--- config.mk ---
export PLATFORM = sky130hd
export DESIGN_NAME = led_frame_driver
export DESIGN_NICKNAME = d
export VERILOG_FILES = /design/src/rtl/led_frame_driver.sv
export SDC_FILE = /design/constraint.sdc
export NUM_CORES = 1
export LEC_CHECK = 0
export ABC_AREA = 1
export ABC_CLOCK_PERIOD_IN_PS = 36000
export CAP_MARGIN = 20
export CORE_ASPECT_RATIO = 0.5
export CORE_MARGIN = 2
export CORE_UTILIZATION = 45
export CTS_BUF_LIST = sky130_fd_sc_hd__clkbuf_2 sky130_fd_sc_hd__clkbuf_4 sky130_fd_sc_hd__clkbuf_8
export DETAILED_ROUTE_END_ITERATION = 16
export PLACE_DENSITY_LB_ADDON = 0.15
export SYNTH_ARGS = -nofsm -noshare
export SYNTH_HDL_FRONTEND = slang
export SYNTH_SLANG_ARGS = --single-unit
export TNS_END_PERCENT = 20
--- constraint.sdc ---
create_clock -name clk -period 36 [get_ports clk]
set_input_delay 3.6 -clock clk [delete_from_list [all_inputs] [get_ports clk]]
set_output_delay 3.6 -clock clk [all_outputs]
set_load 0.01 [all_outputs]
--- src/rtl/led_frame_driver.sv ---
`timescale 1ns/1ps
// -----------------------------------------------------------------------------
// led_frame_driver
//
// Serialises one frame of LED colour data onto a two-wire (data + clock) LED
// strip. A frame is built from a small table of colour bins: bin i supplies
// counts[i] consecutive pixels, starting at bin 0. Two framings are supported:
//   MODE 0 : raw 24-bit {R,G,B} words (WS2801 style).
//   MODE 1 : APA102 frames -- 32-bit zero start frame, 32-bit pixel words
//            {3'b111, brightness, B, G, R}, then 8*ceil(LEDS/16) one bits.
// Every frame ends with a latch period where both lines are held low.
//
// Ports
//   clk        in   clock, all logic on the rising edge
//   rst        in   synchronous active-high reset
//   start      in   frame request, only looked at while idle
//   rgb        in   per-bin colour, [23:16]=R [15:8]=G [7:0]=B
//   counts     in   number of LEDs taken from each bin
//   brightness in   APA102 global brightness (unused in MODE 0)
//   dOut       out  serial data
//   clkOut     out  serial clock
//   busy       out  high whenever a frame is in progress
//   done       out  one-cycle pulse when a frame (including latch) completes
// -----------------------------------------------------------------------------
module led_frame_driver #(
    parameter int LEDS         = 50,
    parameter int BIN_QTY      = 12,
    parameter int CLK_DIV      = 4,
    parameter int MODE         = 0,
    parameter int LATCH_CYCLES = 6250
) (
    input  logic                                   clk,
    input  logic                                   rst,
    input  logic                                   start,
    input  logic [BIN_QTY-1:0][23:0]               rgb,
    input  logic [BIN_QTY-1:0][$clog2(LEDS+1)-1:0] counts,
    input  logic [4:0]                             brightness,
    output logic                                   dOut,
    output logic                                   clkOut,
    output logic                                   busy,
    output logic                                   done
);

    localparam int CW        = $clog2(LEDS + 1);
    localparam int AW        = CW + 1;
    localparam int DW        = $clog2(CLK_DIV);
    localparam int HALF      = CLK_DIV / 2;
    localparam int LW        = $clog2(LATCH_CYCLES + 1);
    localparam int WORD_BITS = (MODE == 1) ? 32 : 24;
    localparam int EOF_BITS  = 8 * ((LEDS + 15) / 16);
    localparam int BCW       = 10;

    typedef enum logic [2:0] {
        ST_IDLE  = 3'd0,
        ST_SOF   = 3'd1,
        ST_PIXEL = 3'd2,
        ST_EOF   = 3'd3,
        ST_LATCH = 3'd4
    } state_t;

    // Left-aligned pixel word; MODE 0 uses only the top 24 bits.
    function automatic logic [31:0] fmt_word(input logic [23:0] color,
                                             input logic [4:0]  bright);
        logic [31:0] word;
        if (MODE == 1) begin
            word = {3'b111, bright, color[7:0], color[15:8], color[23:16]};
        end else begin
            word = {color, 8'h00};
        end
        return word;
    endfunction

    state_t                         state_q;
    logic                           busy_q;
    logic                           done_q;
    logic                           dout_q;
    logic                           clkout_q;
    logic [DW-1:0]                  div_q;
    logic [BCW-1:0]                 bit_cnt_q;
    logic [CW-1:0]                  pix_q;
    logic [LW-1:0]                  latch_q;
    logic [BIN_QTY-1:0][23:0]       rgb_q;
    logic [BIN_QTY-1:0][CW-1:0]     counts_q;
    logic [4:0]                     bright_q;

    logic [AW-1:0]                  acc_s;
    logic [23:0]                    color_s;
    logic [31:0]                    pix_word_s;
    logic                           cur_bit_s;
    logic                           clk_hi_s;
    logic                           bit_end_s;
    logic                           word_last_s;
    logic                           sof_last_s;
    logic                           eof_last_s;
    logic                           pix_last_s;

    // Colour of the current pixel: the highest nonzero bin whose first pixel
    // is at or before pix_q. Inside a bin's range that bin wins; past the sum
    // of counts the last nonzero bin keeps repeating; zero-count bins never
    // match, so they cost no time. The running start index saturates at
    // LEDS, which keeps truncated bins out and means the sum never wraps.
    always_comb begin
        acc_s   = {AW{1'b0}};
        color_s = 24'h000000;
        for (int i = 0; i < BIN_QTY; i++) begin
            color_s = ((counts_q[i] != {CW{1'b0}}) && ({1'b0, pix_q} >= acc_s))
                      ? rgb_q[i] : color_s;
            acc_s   = acc_s + {1'b0, counts_q[i]};
            acc_s   = (acc_s > AW'(LEDS)) ? AW'(LEDS) : acc_s;
        end
    end

    // Bit to present in the current bit period and bit-timing flags.
    always_comb begin
        pix_word_s  = fmt_word(color_s, bright_q);
        clk_hi_s    = (div_q >= DW'(HALF));
        bit_end_s   = (div_q == DW'(CLK_DIV - 1));
        word_last_s = (bit_cnt_q == BCW'(WORD_BITS - 1));
        sof_last_s  = (bit_cnt_q == BCW'(31));
        eof_last_s  = (bit_cnt_q == BCW'(EOF_BITS - 1));
        pix_last_s  = (pix_q == CW'(LEDS - 1));
        case (state_q)
            ST_SOF:   cur_bit_s = 1'b0;
            ST_PIXEL: cur_bit_s = pix_word_s[5'd31 - bit_cnt_q[4:0]];
            ST_EOF:   cur_bit_s = 1'b1;
            default:  cur_bit_s = 1'b0;
        endcase
    end

    // Frame FSM. Outputs are registered from the current state, so the line
    // pattern trails the state by one cycle; the latch state therefore runs
    // one extra cycle so the lines stay low for the full latch period.
    always_ff @(posedge clk) begin
        if (rst) begin
            state_q   <= ST_IDLE;
            busy_q    <= 1'b0;
            done_q    <= 1'b0;
            dout_q    <= 1'b0;
            clkout_q  <= 1'b0;
            div_q     <= {DW{1'b0}};
            bit_cnt_q <= {BCW{1'b0}};
            pix_q     <= {CW{1'b0}};
            latch_q   <= {LW{1'b0}};
            rgb_q     <= '0;
            counts_q  <= '0;
            bright_q  <= 5'd0;
        end else begin
            done_q <= 1'b0;
            case (state_q)
                ST_IDLE: begin
                    dout_q   <= 1'b0;
                    clkout_q <= 1'b0;
                    if (start) begin
                        rgb_q     <= rgb;
                        counts_q  <= counts;
                        bright_q  <= brightness;
                        div_q     <= {DW{1'b0}};
                        bit_cnt_q <= {BCW{1'b0}};
                        pix_q     <= {CW{1'b0}};
                        latch_q   <= {LW{1'b0}};
                        busy_q    <= 1'b1;
                        state_q   <= (MODE == 1) ? ST_SOF : ST_PIXEL;
                    end
                end

                ST_SOF: begin
                    dout_q   <= cur_bit_s;
                    clkout_q <= clk_hi_s;
                    if (bit_end_s) begin
                        div_q <= {DW{1'b0}};
                        if (sof_last_s) begin
                            bit_cnt_q <= {BCW{1'b0}};
                            state_q   <= ST_PIXEL;
                        end else begin
                            bit_cnt_q <= bit_cnt_q + BCW'(1);
                        end
                    end else begin
                        div_q <= div_q + DW'(1);
                    end
                end

                ST_PIXEL: begin
                    dout_q   <= cur_bit_s;
                    clkout_q <= clk_hi_s;
                    if (bit_end_s) begin
                        div_q <= {DW{1'b0}};
                        if (word_last_s) begin
                            bit_cnt_q <= {BCW{1'b0}};
                            if (pix_last_s) begin
                                state_q <= (MODE == 1) ? ST_EOF : ST_LATCH;
                            end else begin
                                pix_q <= pix_q + CW'(1);
                            end
                        end else begin
                            bit_cnt_q <= bit_cnt_q + BCW'(1);
                        end
                    end else begin
                        div_q <= div_q + DW'(1);
                    end
                end

                ST_EOF: begin
                    dout_q   <= cur_bit_s;
                    clkout_q <= clk_hi_s;
                    if (bit_end_s) begin
                        div_q <= {DW{1'b0}};
                        if (eof_last_s) begin
                            bit_cnt_q <= {BCW{1'b0}};
                            state_q   <= ST_LATCH;
                        end else begin
                            bit_cnt_q <= bit_cnt_q + BCW'(1);
                        end
                    end else begin
                        div_q <= div_q + DW'(1);
                    end
                end

                ST_LATCH: begin
                    dout_q   <= 1'b0;
                    clkout_q <= 1'b0;
                    if (latch_q == LW'(LATCH_CYCLES)) begin
                        latch_q <= {LW{1'b0}};
                        busy_q  <= 1'b0;
                        done_q  <= 1'b1;
                        state_q <= ST_IDLE;
                    end else begin
                        latch_q <= latch_q + LW'(1);
                    end
                end

                default: begin
                    dout_q   <= 1'b0;
                    clkout_q <= 1'b0;
                    busy_q   <= 1'b0;
                    state_q  <= ST_IDLE;
                end
            endcase
        end
    end

    assign dOut   = dout_q;
    assign clkOut = clkout_q;
    assign busy   = busy_q;
    assign done   = done_q;

endmodule

## Yosys cells after proc, flatten, opt, wreduce, memory -nomap -nowiden

Index checks and enable logic that the tools add are counted.

- Register bits after elaboration: 398
- Input bits: 368
- Output and inout bits: 4
- Word-level logic and storage cells: 190

- $add $sub $neg: 15
- Order comparisons: 24
- Equal/unequal tests: 20
- Muxes and demuxes: 57
- Bitwise logic cells: 2
- Reductions and logical operators: 39

Operators with widths:

| kind | number |
|---|---|
| 2-to-1 mux 24 bit | 12 |
| nonzero test 6 bit | 12 |
| greater-or-equal comparator 6 x 7 -> 1 bit | 10 |
| > comparator 7 x 6 -> 1 bit, second input constant | 10 |
| 2-to-1 mux 7 bit | 10 |
| adder 7 x 6 -> 7 bit | 9 |
| 2-to-1 mux 10 bit | 5 |
| 2-to-1 mux 6 bit | 5 |
| one-hot mux 10 bit (3 select lines) | 1 |
| 2-to-1 mux 3 bit | 9 |
| 2-to-1 mux 13 bit | 2 |
| one-hot mux 13 bit (2 select lines) | 1 |
| == test 10 x 5 -> 1 bit, second input constant | 2 |
| != test 2 bit, second input constant | 10 |
| one-hot mux 3 bit (5 select lines) | 1 |
| adder 13 x 1 -> 13 bit, second input constant | 1 |
| == test 13 bit, second input constant | 1 |
| one-hot mux 6 bit (2 select lines) | 1 |
| logical AND 1 bit | 11 |
| adder 10 x 1 -> 10 bit, second input constant | 1 |
| AND reduction 9 bit | 1 |
| adder 6 x 6 -> 7 bit | 1 |
| adder 6 x 1 -> 6 bit, second input constant | 1 |
| == test 3 x 2 -> 1 bit, second input constant | 2 |
| 27 further kinds | 38 |

## Logic depth before layout (Yosys ltp)

Gate-level depths: netlist of run 1.

- Depth in word-level cells: 38
- Gate-level depth with buffers: 165

## Least setup slack after synthesis of run 1

OpenSTA, ideal clock, no wires.

- Path type: register -> register
- Start: reg counts_q[2] (netlist bit)
- End: reg dout_q, in the netlist dOut
- Library setup time: 0.070 ns
- Arrival time: 18.853 ns
- Required time: 35.930 ns
- Path slack: 17.077 ns
- Stages on the path, launching flop included: 156
- Buffers on the path: 2
- Cell sequence: dfxtp_1 > inv_1 > nand2_1 > o21bai_1 > nand3_1 > inv_1 > nor2_1 > inv_1 > ha_1 > a21o_1 > a21oi_1 > xor2_1 > or2_2 > o21ai_0 > nand2_1 > inv_1 > nand2_1 > inv_1 > [120 not listed] > ha_1 > inv_1 > a21boi_1 > o21a_1 > o21a_1 > o21ai_1 > a21boi_1 > o32ai_2 > clkbuf_1 > clkbuf_1 > o21ai_0 > inv_1 > nand2_1 > nand2_1 > nand3_1 > nand3_1 > nand3_1 > a21oi_1

- Cells in the longest elaborated chain, start to end: 38

RTL lines:

| item | line | RTL |
|---|---|---|
| start, declared | 83 | `logic [BIN_QTY-1:0][CW-1:0] counts_q;` |
| start signal, assigned | 155 | `counts_q <= counts;` |
| > comparator 6 bit | 109 | `acc_s = (acc_s > AW'(LEDS)) ? AW'(LEDS) : acc_s;` |
| 2-to-1 mux 6 bit | 109 |  |
| adder 6 x 6 -> 7 bit | 108 | `acc_s = acc_s + {1'b0, counts_q[i]};` |
| > comparator 7 x 6 -> 1 bit | 109 |  |
| 2-to-1 mux 7 bit | 109 |  |
| adder 7 x 6 -> 7 bit | 108 |  |
| > comparator 7 x 6 -> 1 bit | 109 |  |
| 2-to-1 mux 7 bit | 109 |  |
| [22 not listed] | -- |  |
| > comparator 7 x 6 -> 1 bit | 109 |  |
| 2-to-1 mux 7 bit | 109 |  |
| greater-or-equal comparator 6 x 7 -> 1 bit | 106 | `color_s = ((counts_q[i] != {CW{1'b0}}) && ({1'b0, pix_q} >= acc_s))` |
| logical AND 1 bit | 106 |  |
| 2-to-1 mux 24 bit * | 107 | `? rgb_q[i] : color_s;` |
| binary-select mux 1 bit (select 5 bit) * | 124 | `ST_PIXEL: cur_bit_s = pix_word_s[5'd31 - bit_cnt_q[4:0]];` |
| 2-to-1 mux 1 bit (not written as such) * | 124 |  |
| one-hot mux 1 bit (2 select lines) * | 122 | `case (state_q)` |
| end signal, assigned | 167 | `dout_q <= cur_bit_s;` |
| end signal, assigned | 183 | `dout_q <= cur_bit_s;` |
| end signal, assigned | 203 | `dout_q <= cur_bit_s;` |
| end, declared | 76 | `logic dout_q;` |

Mark *: on every way between the ends. The rest lies on a longest branch, timed or not. The select of a mux whose other input is x is not followed.
A chain may end at the register's enable or synchronous reset.

## Worst setup path after layout of run 1

Same ends and word-level chain as after synthesis.

==> impl_metrics.prom, run 1 <==
# TYPE chip_impl_metric gauge
chip_impl_metric{name="grt_first_pass_wirelength",unit="um"} 106000
chip_impl_metric{name="postCtsSetupRepairBufs",unit=""} 0
chip_impl_metric{name="fmax",unit="GHz"} 0.0454
chip_impl_metric{name="layout-area-overhead-vs-synth",unit="%"} 23.1
chip_impl_metric{name="routed_wirelength_normalized_by_instance_count",unit="um"} 15.7
chip_impl_metric{name="seq_area",unit="um^2"} 7950
chip_impl_metric{name="die_boundary_height",unit="um"} 161
chip_impl_metric{name="tightest_slew",unit="ns"} 1.05
chip_impl_metric{name="post-synth-top-area-fraction",unit="%"} 35.7
chip_impl_metric{name="grtUsageTotal",unit="%"} 25.7
chip_impl_metric{name="ctsLongestPathBuffers",unit=""} 3
chip_impl_metric{name="cts.clk_slew.worst_paths",unit="ns"} 0.07
chip_impl_metric{name="multi_input_area",unit="um^2"} 11900
chip_impl_metric{name="largest_net_degree_at_the_start_of_global_routing",unit=""} 198
chip_impl_metric{name="required",unit="ns"} 36.54
chip_impl_metric{name="ys_seq_area_share",unit="%"} 35.7
chip_impl_info{name="hold_path.class",value="flip-flop to flip-flop"} 1
chip_impl_metric{name="final_cycle_utilization_of_the_critical_path",unit="%"} 61.2
chip_impl_metric{name="synth.net_count",unit=""} 3879
chip_impl_info{name="postSynth.topFlopCell",value="sky130_fd_sc_hd__dfxtp_1"} 1
chip_impl_metric{name="initial_core_util",unit="%"} 45.8
chip_impl_metric{name="detail_route.wirelength",unit="um"} 68000
chip_impl_metric{name="crit_path_max_incr_delay",unit="ns"} 0.44
chip_impl_metric{name="cts_buffers",unit=""} 59
chip_impl_metric{name="core_box_area",unit="um^2"} 48700
chip_impl_metric{name="clk-insertion-delay-late",unit="ns"} 0.68
chip_impl_metric{name="num-nets-final",unit=""} 4145
chip_impl_metric{name="synth-async-reset-ratio",unit="%"} 0
chip_impl_info{name="tritoncts",value="yes"} 1
chip_impl_metric{name="post_cts_resized",unit=""} 0
chip_impl_metric{name="drt_first_pass_iters",unit=""} 5
chip_impl_metric{name="netlist_area",unit="um^2"} 22300
chip_impl_info{name="synth.area.top_cells",value="sky130_fd_sc_hd__dfxtp_1, sky130_fd_sc_hd__o21ai_0, sky130_fd_sc_hd__nor2_1, sky130_fd_sc_hd__nand2_1, sky130_fd_sc_hd__inv_1"} 1
chip_impl_metric{name="drt-vias-per-instance",unit=""} 5.09
chip_impl_info{name="setup.worst_path.end_class",value="flip-flop"} 1
chip_impl_info{name="clock_tree.root_cell",value="sky130_fd_sc_hd__clkbuf_8"} 1
chip_impl_metric{name="fp-row-count",unit=""} 57
chip_impl_metric{name="routed-via-count",unit=""} 22000
chip_impl_metric{name="routabilityCongestion",unit=""} 0.865
chip_impl_metric{name="synth.yosys.warnings",unit=""} 0
chip_impl_metric{name="grt_pass1_vias",unit=""} 20300
chip_impl_metric{name="dpl.hpwl",unit="um"} 48500
chip_impl_metric{name="drcViolationCount",unit=""} 0
chip_impl_metric{name="place.port_buffers",unit=""} 366
chip_impl_metric{name="globalRoute.totalOverflow",unit=""} 0
chip_impl_info{name="critPathLaunchType",value="flip-flop"} 1
chip_impl_info{name="grt_setup_unrepaired",value="false"} 1
chip_impl_info{name="outcome",value="finished clean"} 1
chip_impl_metric{name="synth.distinct_cells",unit=""} 50
chip_impl_metric{name="fp.dieArea",unit="um^2"} 51400
chip_impl_metric{name="critical_path_buffers_and_inverters",unit=""} 25
chip_impl_metric{name="floorplan.die.width",unit="um"} 319
chip_impl_metric{name="finalWorstPathRequiredPeriod",unit="ns"} 22.02
chip_impl_metric{name="timing.max_cap.violations",unit=""} 0
chip_impl_metric{name="final-hold-violation-count",unit=""} 0
chip_impl_metric{name="arrival",unit="ns"} 22.56
chip_impl_metric{name="slew-limit-headroom",unit="%"} 30.2
chip_impl_metric{name="setup_viol_count_final",unit=""} 0
chip_impl_metric{name="fin_setup_tns",unit="ns"} 0
chip_impl_metric{name="postCtsHoldBufs",unit=""} 0
chip_impl_metric{name="clkSinkCount",unit=""} 397
chip_impl_info{name="synth_common_cells",value="sky130_fd_sc_hd__nor2_1, sky130_fd_sc_hd__o21ai_0, sky130_fd_sc_hd__nand2_1, sky130_fd_sc_hd__inv_1, sky130_fd_sc_hd__dfxtp_1"} 1
chip_impl_metric{name="synthCells",unit=""} 3368
chip_impl_metric{name="synth.avg_cell_area",unit="um^2"} 6.62
chip_impl_metric{name="finalClockSkew",unit="ns"} 0.0320
chip_impl_metric{name="drive_gt1_share",unit="%"} 4.14
chip_impl_info{name="synth.most_common_cell",value="sky130_fd_sc_hd__nor2_1"} 1
chip_impl_info{name="setup_crit_path_kind",value="flip-flop to flip-flop"} 1
chip_impl_metric{name="n_fill_cell",unit=""} 4823
chip_impl_metric{name="crit_path_max_fanout",unit=""} 48
chip_impl_metric{name="final-max-slew-violation-count",unit=""} 0
chip_impl_info{name="crit_top_cell",value="sky130_fd_sc_hd__nor2_1"} 1
chip_impl_metric{name="cts_max_level",unit=""} 2
chip_impl_info{name="critPathTopFamily",value="compound AO/OA/AOI/OAI gates"} 1
chip_impl_metric{name="grt_antenna_before_repair",unit=""} 5
chip_impl_metric{name="synth_seq_cells",unit=""} 397
chip_impl_metric{name="postRouteAntennaNets",unit=""} 0
chip_impl_metric{name="drt_iter0_drc",unit=""} 1739
chip_impl_metric{name="synth_enable_flop_cells",unit=""} 0
chip_impl_info{name="crit_path_top_delay_cell",value="sky130_fd_sc_hd__fa_1"} 1
chip_impl_info{name="synth_largest_area_cell",value="sky130_fd_sc_hd__dfxtp_1"} 1
chip_impl_metric{name="pin_count",unit=""} 372
==> per-layer routing <==
| metal | global-route usage (%) | part of all wire, % | routed length, um | vias up |
|---|---|---|---|---|
| met5 | 0 | 0 | 0 | - |
| met4 | 9.52 | 3.4 | 2300 | 0 |
| met3 | 3.69 | 4.7 | 3210 | 128 |
| met2 | 42.8 | 46 | 31500 | 523 |
| met1 | 33.9 | 46 | 31000 | 10100 |
| li1 | - | - | - | 11300 |
==> final cells by class <==
cell class              count  area share [%]
well taps                 649            2.96
flip-flops and latches    397            29.0
multi-input cells        2317            43.3
diodes                      4          0.0365
clock inverters             8           0.315
repair buffers            382            13.8
inverters                 477            6.61
clock buffers              88            3.98
==> registers in the layout, indices dropped and copies added, names as in the netlist, 2 cells and up <==
register / count
bit_cnt_q: 10
counts_q: 72
div_q: 2
latch_q: 13
pix_q: 6
rgb_q: 288
state_q: 2
==> logic make-up (layout without fill, tap and decap cells) <==
group	Yosys count	in the layout	share of synthesized area (%)
adder cells (fa/ha/maj)	143	143	8.37
buffers and inverters	654	955	11.3
AND/OR/NAND/NOR	1282	1282	23.2
other	0	4	0
flip-flops	397	397	35.7
XOR/XNOR	40	40	1.57
AO/OA/AOI/OAI	852	852	19.9
==> through the flow <==
step	hold WS (ns)	utilization, %	cell area [um^2]	setup WS [ns]	std cells
after CTS	0.450	56.3	27400	14.18	4318
after floorplan	0.420	-	22300	17.08	3368
after global routing	0.466	56.3	27400	11.45	4322
final	0.447	56.3	27400	13.98	4322
after detailed placement	0.440	53.9	26200	14.29	4222
after global placement	0.434	53.9	26200	14.86	4222
==> placed cells by master (no fill, tap or decap), types with 14 or more instances in the layout <==
cell and count:
sky130_fd_sc_hd__ha_1 133, sky130_fd_sc_hd__buf_4 16, sky130_fd_sc_hd__dfxtp_1 397, sky130_fd_sc_hd__clkbuf_4 19
sky130_fd_sc_hd__nand4_1 22, sky130_fd_sc_hd__o21ai_1 14, sky130_fd_sc_hd__clkbuf_8 69, sky130_fd_sc_hd__o21ai_0 552
sky130_fd_sc_hd__nor2_1 575, sky130_fd_sc_hd__nand3_1 106, sky130_fd_sc_hd__o211ai_1 14, sky130_fd_sc_hd__inv_1 466
sky130_fd_sc_hd__xor2_1 34, sky130_fd_sc_hd__clkdlybuf4s50_1 366, sky130_fd_sc_hd__a21oi_1 226, sky130_fd_sc_hd__nand2_1 523
==> final timing paths <==
| path | from | end | slack (ns) | depth (start not counted) |
|---|---|---|---|---|
| worst max register to register | counts_q[2] | dOut | 13.98 | 155 |
| worst min register to register | rgb_q[213] | rgb_q[213] | 0.45 | 2 |
| worst min-delay path | rgb_q[213] | rgb_q[213] | 0.45 | 2 |
| worst max-delay path | counts_q[2] | dOut | 13.98 | 155 |
==> tightest hold or removal path: cells and delay by family, from the launching register on <==
family	cells	cell delay [ns]
flops	1	0.30
buf+inv	1	0.05
compound gates	1	0.05
Power of run 1 is left out: the tool's default activity adds up to more than one toggle a clock period on the data nets, which glitch-free logic cannot reach.
==> run 2: changes to the inputs <==
--- a/config.mk
+++ b/config.mk
@@ -6,7 +6,7 @@
 export NUM_CORES = 1
 export LEC_CHECK = 0
 export ABC_AREA = 1
-export ABC_CLOCK_PERIOD_IN_PS = 36000
+export ABC_CLOCK_PERIOD_IN_PS = 23100
 export CAP_MARGIN = 20
 export CORE_ASPECT_RATIO = 0.5
 export CORE_MARGIN = 2
==> constraint.sdc (replaced) <==
create_clock -name clk -period 23.1 [get_ports clk]
set_input_delay 2.31 -clock clk [delete_from_list [all_inputs] [get_ports clk]]
set_output_delay 2.31 -clock clk [all_outputs]
set_load 0.01 [all_outputs]
==> run 2 against run 1 <==
Compared with the run above: routed wire length grew 1.0%; fmax grew 4.3%; clock skew grew 0.0020 ns; critical path type unchanged.
==> impl_metrics.prom, run 2 (synthesis gave the netlist of run 1 again) <==
# TYPE chip_impl_metric gauge
chip_impl_info{name="outcome",value="finished clean"} 1
chip_impl_metric{name="die_boundary_height",unit="um"} 161
chip_impl_metric{name="initial_core_util",unit="%"} 45.8
chip_impl_metric{name="fp.dieArea",unit="um^2"} 51400
chip_impl_metric{name="setup_viol_count_final",unit=""} 0
chip_impl_metric{name="dpl.hpwl",unit="um"} 47900
chip_impl_metric{name="grt_first_pass_wirelength",unit="um"} 107000
chip_impl_metric{name="setup_slack_after_layout",unit="ns"} 1.99
chip_impl_metric{name="n_fill_cell",unit=""} 4749
chip_impl_metric{name="critical_path_buffers_and_inverters",unit=""} 27
chip_impl_metric{name="floorplan.die.width",unit="um"} 319
chip_impl_metric{name="clkSinkCount",unit=""} 397
chip_impl_metric{name="final-hold-violation-count",unit=""} 0
chip_impl_metric{name="routabilityCongestion",unit=""} 0.868
chip_impl_metric{name="slew-limit-headroom",unit="%"} 26.9
chip_impl_info{name="tritoncts",value="yes"} 1
chip_impl_info{name="reg.largest.list",value="rgb_q: 288 flops, counts_q: 72 flops, latch_q: 13 flops"} 1
chip_impl_metric{name="layout-area-overhead-vs-synth",unit="%"} 24.9
chip_impl_metric{name="required",unit="ns"} 23.64
chip_impl_info{name="timing.critical_path.from",value="counts_q[2]"} 1
chip_impl_metric{name="largest_register_ffs",unit=""} 288
chip_impl_metric{name="drcViolationCount",unit=""} 0
chip_impl_info{name="hold_path.class",value="flip-flop to flip-flop"} 1
chip_impl_metric{name="finalClockSkew",unit="ns"} 0.0340
chip_impl_metric{name="clk-insertion-delay-late",unit="ns"} 0.66
chip_impl_info{name="holdCritStartpoint",value="rgb_q[217]"} 1
chip_impl_metric{name="grtUsageTotal",unit="%"} 25.8
chip_impl_metric{name="postCtsHoldBufs",unit=""} 0
chip_impl_metric{name="timing.max_cap.violations",unit=""} 0
chip_impl_info{name="most_common_library_cell_in_the_layout_ignoring_fill_and_taps",value="sky130_fd_sc_hd__nor2_1"} 1
chip_impl_metric{name="num-nets-final",unit=""} 4155
chip_impl_metric{name="routed_wirelength_normalized_by_instance_count",unit="um"} 15.8
chip_impl_info{name="critPathTopFamily",value="compound AO/OA/AOI/OAI gates"} 1
chip_impl_info{name="layout.cells.most_common_list",value="sky130_fd_sc_hd__nor2_1, sky130_fd_sc_hd__o21ai_0, sky130_fd_sc_hd__nand2_1"} 1
chip_impl_metric{name="drt_first_pass_iters",unit=""} 5
chip_impl_info{name="crit_top_cell",value="sky130_fd_sc_hd__nor2_1"} 1
chip_impl_metric{name="routed-via-count",unit=""} 22000
chip_impl_metric{name="grt_antenna_before_repair",unit=""} 6
chip_impl_info{name="setup.worst_path.end_class",value="flip-flop"} 1
chip_impl_metric{name="grt_pass1_vias",unit=""} 20500
chip_impl_metric{name="crit_path_max_fanout",unit=""} 12
chip_impl_metric{name="cts_max_level",unit=""} 2
chip_impl_metric{name="cts_buffers",unit=""} 58
chip_impl_metric{name="ctsLongestPathBuffers",unit=""} 3
chip_impl_metric{name="final_core_utilization",unit="%"} 57.1
chip_impl_metric{name="finish.instance_area",unit="um^2"} 27800
chip_impl_metric{name="final-max-slew-violation-count",unit=""} 0
chip_impl_metric{name="pin_count",unit=""} 372
chip_impl_metric{name="postRouteAntennaNets",unit=""} 0
chip_impl_metric{name="globalRoute.totalOverflow",unit=""} 0
chip_impl_metric{name="tightest_slew",unit="ns"} 1.10
chip_impl_metric{name="largest_net_degree_at_the_start_of_global_routing",unit=""} 279
chip_impl_info{name="critPathLaunchType",value="flip-flop"} 1
chip_impl_metric{name="fp-row-count",unit=""} 57
chip_impl_metric{name="drive_gt1_share",unit="%"} 5.18
chip_impl_info{name="clock_tree.root_cell",value="sky130_fd_sc_hd__clkbuf_8"} 1
chip_impl_metric{name="drt-vias-per-instance",unit=""} 5.08
chip_impl_metric{name="place_area",unit="um^2"} 26200
chip_impl_metric{name="final_cycle_utilization_of_the_critical_path",unit="%"} 91.4
chip_impl_metric{name="finalWorstPathRequiredPeriod",unit="ns"} 21.11
chip_impl_info{name="crit_path_top_delay_cell",value="sky130_fd_sc_hd__fa_1"} 1
chip_impl_metric{name="core_box_area",unit="um^2"} 48700
chip_impl_info{name="largest_register",value="rgb_q"} 1
chip_impl_metric{name="drt_iter0_drc",unit=""} 1782
chip_impl_metric{name="arrival",unit="ns"} 21.65
chip_impl_metric{name="post_placement_worst_setup_slack",unit="ns"} 1.35
chip_impl_info{name="crit-reg2reg-launch",value="counts_q[2]"} 1
chip_impl_metric{name="fin_setup_tns",unit="ns"} 0
chip_impl_metric{name="place.port_buffers",unit=""} 366
chip_impl_metric{name="detail_route.wirelength",unit="um"} 68700
chip_impl_info{name="setup_crit_path_kind",value="flip-flop to flip-flop"} 1
chip_impl_metric{name="cts.clk_slew.worst_paths",unit="ns"} 0.07
chip_impl_metric{name="crit_path_max_incr_delay",unit="ns"} 0.43
chip_impl_metric{name="fmax",unit="GHz"} 0.0474
## run 2: cell types whose count changed in the layout (fill, tap and decap cells not counted), moves of 3 or more
cell / change
sky130_fd_sc_hd__buf_4: +5
sky130_fd_sc_hd__o21ai_2: +3
sky130_fd_sc_hd__a21oi_1: -8
sky130_fd_sc_hd__a21oi_2: +8
sky130_fd_sc_hd__nor2_1: -5
sky130_fd_sc_hd__buf_12: +4
sky130_fd_sc_hd__o21ai_0: -3
sky130_fd_sc_hd__clkbuf_8: +8
sky130_fd_sc_hd__nor2_2: +5
sky130_fd_sc_hd__diode_2: +3
## run 2: final cells by class
type / instances / area, um^2 / area share (%)
multi-input combinational: 2317 / 12000 / 43.0
tap: 649 / 812 / 2.92
clock inverter: 10 / 148 / 0.530
sequential: 397 / 7950 / 28.6
inverter: 477 / 1810 / 6.52
antenna: 7 / 17.5 / 0.0629
clock buffer: 94 / 1190 / 4.27
timing repair buffer: 393 / 3950 / 14.2
## run 2: path summary, 6_finish.rpt
kind / to / cells after the start / slack (ns)
min reg2reg: rgb_q[217] / 2 / 0.45
min: rgb_q[217] / 2 / 0.45
max: dOut / 157 / 1.99
max reg2reg: dOut / 157 / 1.99
## run 2: per-layer routing
metal | vias to the layer above | share of wire [%] | global-route usage [%]
li1 | 11300 | - | -
met1 | 10100 | 45 | 34.0
met2 | 526 | 47 | 43.2
met3 | 116 | 5.1 | 4.00
met4 | 0 | 2.8 | 8.96
met5 | - | 0 | 0
## run 2: what timing repair did
item,4_1_cts,5_1_grt
resized for setup,0,27
endpoints found under the setup margin,0,1
buffers inserted,0,10
## run 2: stage by stage
step                      hold slack (ns)  cells
after global routing                0.466   4343
after floorplan                     0.420   3368
after global placement              0.434   4221
after CTS                           0.450   4325
final                               0.449   4344
after detailed placement            0.440   4221
## run 2: worst min-delay path: stages (launching register included)
cell and delay (ns):
sky130_fd_sc_hd__dfxtp_1 0.30, sky130_fd_sc_hd__inv_1 0.05, sky130_fd_sc_hd__a21oi_1 0.05
Power of run 2 is left out for the same reason.
